$ cat config.mk
export PLATFORM = sky130hd
export DESIGN_NAME = buzz_scheduler
export DESIGN_NICKNAME = d
export VERILOG_FILES = /design/src/rtl/buzz_scheduler.sv
export SDC_FILE = /design/constraint.sdc
export NUM_CORES = 1
export LEC_CHECK = 0
export ABC_AREA = 1
export CORE_ASPECT_RATIO = 0.7
export CORE_MARGIN = 1
export CORE_UTILIZATION = 35
export DETAILED_ROUTE_END_ITERATION = 6
export DONT_BUFFER_PORTS = 1
export GPL_TIMING_DRIVEN = 0
export PLACE_DENSITY_LB_ADDON = 0.25
export SLEW_MARGIN = 20
export SYNTH_ARGS = -nofsm -noshare
export SYNTH_HDL_FRONTEND = slang
export SYNTH_SLANG_ARGS = --single-unit
export TNS_END_PERCENT = 50
$ cat constraint.sdc
create_clock -name clkms -period 5.5 [get_ports clkms]
set_clock_uncertainty 0.2 [all_clocks]
set_input_delay 1.65 -clock clkms [delete_from_list [all_inputs] [get_ports clkms]]
set_output_delay 1.65 -clock clkms [all_outputs]
set_load 0.01 [all_outputs]
$ cat src/rtl/buzz_scheduler.sv
// rtl/buzz_scheduler.sv - fixed-priority beep job scheduler driving a single piezo buzzer
// Serves one requester job at a time: n beeps of ON/OFF timing followed by a silent gap.
module buzz_scheduler #(
  parameter int NREQ   = 3,
  parameter int ON_MS  = 200,
  parameter int OFF_MS = 200,
  parameter int GAP_MS = 500,
  parameter int CNTW   = 10
) (
  input  logic              clkms,
  input  logic              rst_n,
  input  logic [NREQ-1:0]   req,
  input  logic [3*NREQ-1:0] beeps,
  input  logic              cancel,
  input  logic              mute,
  output logic [NREQ-1:0]   grant,
  output logic [NREQ-1:0]   done,
  output logic              busy,
  output logic              buzz
);

  typedef enum logic [1:0] {IDLE, ON, OFF, GAP} state_t;

  localparam logic [CNTW-1:0] ON_T  = CNTW'(ON_MS - 1);
  localparam logic [CNTW-1:0] OFF_T = CNTW'(OFF_MS - 1);
  localparam logic [CNTW-1:0] GAP_T = CNTW'(GAP_MS - 1);

  state_t          state;
  logic [NREQ-1:0] pending;
  logic [NREQ-1:0] sel_oh;
  logic [2:0]      sel_beeps;
  logic [2:0]      cnt;
  logic [CNTW-1:0] timer;
  logic            buzz_q;

  // Lowest pending index wins; scanning downward leaves the lowest one selected.
  always_comb begin
    sel_oh    = '0;
    sel_beeps = '0;
    for (int i = NREQ - 1; i >= 0; i--) begin
      if (pending[i]) begin
        sel_oh    = '0;
        sel_oh[i] = 1'b1;
        sel_beeps = beeps[3*i +: 3];
      end
    end
  end

  always_ff @(posedge clkms or negedge rst_n) begin
    if (!rst_n) begin
      state   <= IDLE;
      pending <= '0;
      grant   <= '0;
      done    <= '0;
      cnt     <= '0;
      timer   <= '0;
      buzz_q  <= 1'b0;
    end else begin
      done <= '0;
      if (cancel) begin
        state   <= IDLE;
        pending <= '0;
        grant   <= '0;
        cnt     <= '0;
        timer   <= '0;
        buzz_q  <= 1'b0;
      end else begin
        pending <= pending | req;
        case (state)
          IDLE: begin
            if (|pending) begin
              // A same-edge request re-arms the bit being granted.
              pending <= (pending & ~sel_oh) | req;
              grant   <= sel_oh;
              cnt     <= sel_beeps;
              if (sel_beeps == 3'd0) begin
                done  <= sel_oh;
                timer <= GAP_T;
                state <= GAP;
              end else begin
                timer  <= ON_T;
                buzz_q <= 1'b1;
                state  <= ON;
              end
            end
          end
          ON: begin
            if (timer != '0) begin
              timer <= timer - 1'b1;
            end else if (cnt > 3'd1) begin
              cnt    <= cnt - 3'd1;
              timer  <= OFF_T;
              buzz_q <= 1'b0;
              state  <= OFF;
            end else begin
              buzz_q <= 1'b0;
              grant  <= '0;
              done   <= grant;
              timer  <= GAP_T;
              state  <= GAP;
            end
          end
          OFF: begin
            if (timer != '0) begin
              timer <= timer - 1'b1;
            end else begin
              timer  <= ON_T;
              buzz_q <= 1'b1;
              state  <= ON;
            end
          end
          GAP: begin
            grant <= '0;
            if (timer != '0) timer <= timer - 1'b1;
            else             state <= IDLE;
          end
          default: state <= IDLE;
        endcase
      end
    end
  end

  assign busy = (state != IDLE);
  assign buzz = buzz_q & ~mute;

endmodule

==> impl_metrics.csv <==
group,metric,value,unit
clocking,clock-root-buffer,"clkbuf_8",
timing,worst_pin_slew,483.0,ps
yosys,synth_commonest_cells,"nand2_1, nor2_1, inv_1, dfrtp_1, nand3_1",
timing,fmax,0.2723,GHz
yosys,yosys-top-cells-area,"dfrtp_1, nand2_1, nor2_1",
die,io_pins,24,
placed_design,numPortBuffers,0,
timing,finalSetupViolCount,0,
yosys,avgSynthCellArea,6.947,µm²
layout,nFillCells,585,
clocking,cts_resized,0,
pwr,ir_drop,0.1540,mV
yosys,synth_top_family_by_area,"simple AND/OR/NAND/NOR gates",
yosys,synth_top_area_share,32.28,%
pwr,cellLeakagePower,1.050,nW
pwr,p_total,1.056,mW
drt,drtPass1Iterations,4,
drt,wirelength,4601,µm
setup_path,reg2regPathDepth,10,
setup_path,r2r_slack,3430,ps
yosys,ys_ff_latch,25,
setup_path,crit_type,"input pin to output pin",
die,die_h,64.26,µm
drt,drcViolationCount,0,
worst_hold_path,min_to,"cnt[1]",
yosys,yosysWarnings,0,
drt,ant_nets,0,
yosys,synth_mux_area_share,0,%
setup_path,path_buf_inv,0,
grt,grt_pass1_vias,1622,
yosys,synth_top_area_cell,"dfrtp_1",
clocking,clock_latency,270,ps
setup_path,r2r-start,"state[1]",
die,die_width,90.94,µm
setup_path,cpLargestDelayFamily,"simple AND/OR/NAND/NOR gates",
clocking,cts_made_buffers,3,
setup_path,startpoint_type,"input pin",
outcome,status,"finished clean",
die,start_util,36.67,%
timing,slew_viol_final,0,
timing,hold_viol_final,0,
setup_path,r2r_end,"cnt[2]",
die,coreArea,0.005285,mm²
clocking,hold_buffers,0,
die,rows,22,
worst_hold_path,worstHoldStart,"cnt[1]",
setup_path,crit_fanout,1,
job,drv_cap,0,
timing,slew-limit-headroom,67.68,%
clocking,cts_tree,"built",
clocking,clockBufferDepth,2,
drt,drt_iter0_drc,130,
layout,diodes,0,
timing,tns,0,ps
setup_path,cp.required,3650,ps
drt,via_count,1708,
clocking,numClockSinks,25,
yosys,yosys.area_share.adder,5.165,%
yosys,synth_flop_cell,"dfrtp_1",
yosys,yosysUniqueCellTypes,32,
timing,hold_slack,294.6,ps
grt,grt_max_degree,26,
yosys,synth_xor_area_share,2.260,%
yosys,syn-cell-area,0.001938,mm²
yosys,synth_nets,303,
yosys,synth_compound_area_share,10.39,%
drt,wl_per_cell,12.96,µm
layout,layout-drive-gt1-share,13.43,%
yosys,async_flop_share,100.0,%
worst_hold_path,hold_path.class,"flop to flop",
yosys,synthSimpleGateAreaFrac,40.48,%
setup_path,worst_setup_path_end_kind,"output pin",
clocking,cts_setup_buffers,0,
yosys,synth_edf_count,0,
timing,fin_crit_sh,66.78,%
grt,antenna_found_initial,0,
grt,grt_pass1_wl,8031,µm
setup_path,crit_path_max_incr_delay,170,ps
placed_design,dp_hpwl,3651,µm
clocking,clk_pin_slew,90,ps
pwr,power_density,509.3,mW/mm²
setup_path,crit_slowest_cell,"nor2_1",
grt,track_usage,17.49,%
timing,grt_setup_unrepaired,"false",
setup_path,cp.arrival,1820,ps
drt,vias_per_cell,4.811,
worst_hold_path,whs_path_depth,2,
clocking,cts_max_level,1,
yosys,ys_seq_area_share,32.28,%
timing,period_needed,3673,ps
yosys,netlist_instances,279,
die,die_area,0.005844,mm²
layout,nets,308,
setup_path,path_cells,"nor2_1",
yosys,synth_most_common_cell,"nand2_1",
placed_design,routabilityCongestion,0.8347,
grt,overflow,0,
layout,syn2layout_area_growth,7.037,%
## per-stage QoR
stage	std cells	instance area, µm²	utilization [%]	setup slack, ps
final	355	2074	39.25	1827
after global routing	355	2074	39.25	1814
after CTS	355	2074	39.25	1825
after detailed placement	351	2028	38.38	1825
after global placement	351	2028	38.38	1819
after floorplan	279	1938	-	1831
## logic make-up after synthesis
kind of cell | Yosys count
compound gates | 38
xor+xnor | 5
fa+ha+maj | 8
buf+inv | 43
flops | 25
simple gates | 160
## state kept, by name (all words and copies together) (netlist names)
register  cells
state         2
cnt           3
done          3
buzz_q        1
timer        10
pending       3
grant         3
## power by group
group | internal (mW) | leakage, nW | switching (mW) | total [mW]
Sequential | 0.237 | 0.329 | 0.0575 | 0.294
Clock | 0.0507 | 0.0255 | 0.0608 | 0.112
Combinational | 0.218 | 0.695 | 0.432 | 0.651
## layout by cell type (no fill, tap or decap), drive strengths merged, types with 4 or more instances in the layout
cell and instances:
nand2 83, nor2 47, inv 39, dfrtp 25, nand3 23, o21ai 18
a21oi 17, ha 8, nand4 5, xor2 4, buf 4
## tightest hold or removal path, stage by stage (launching register included)
cell     delay [ps]
dfrtp_1         350
nand2_1          50
o21ai_0          60
## routing by layer
metal,track usage [%],routed length [µm],vias up
met5,0,0,-
li1,-,-,887
met3,3.214,229,2
met4,2.579,14,0
met2,26.04,1854,42
met1,26.52,2502,777
## worst max-delay path by stage
stage / from / end / slack, ps / depth (start not counted)
after floorplan: mute / buzz / 1830 / 1
after global placement: mute / buzz / 1820 / 1
after detailed placement: mute / buzz / 1820 / 1
after CTS: mute / buzz / 1820 / 1
after global routing: mute / buzz / 1810 / 1
final: mute / buzz / 1830 / 1
## area by class of cell
cell class | instances | area, µm² | area share, %
clock buffer | 3 | 41.29 | 1.990
inverter | 39 | 151.4 | 7.298
sequential | 25 | 625.6 | 30.16
multi-input combinational | 211 | 1130 | 54.46
clock inverter | 1 | 5.005 | 0.2413
buffer | 4 | 31.28 | 1.508
tap | 72 | 90.09 | 4.343
Note: power is estimated with default switching activity, not from simulation.
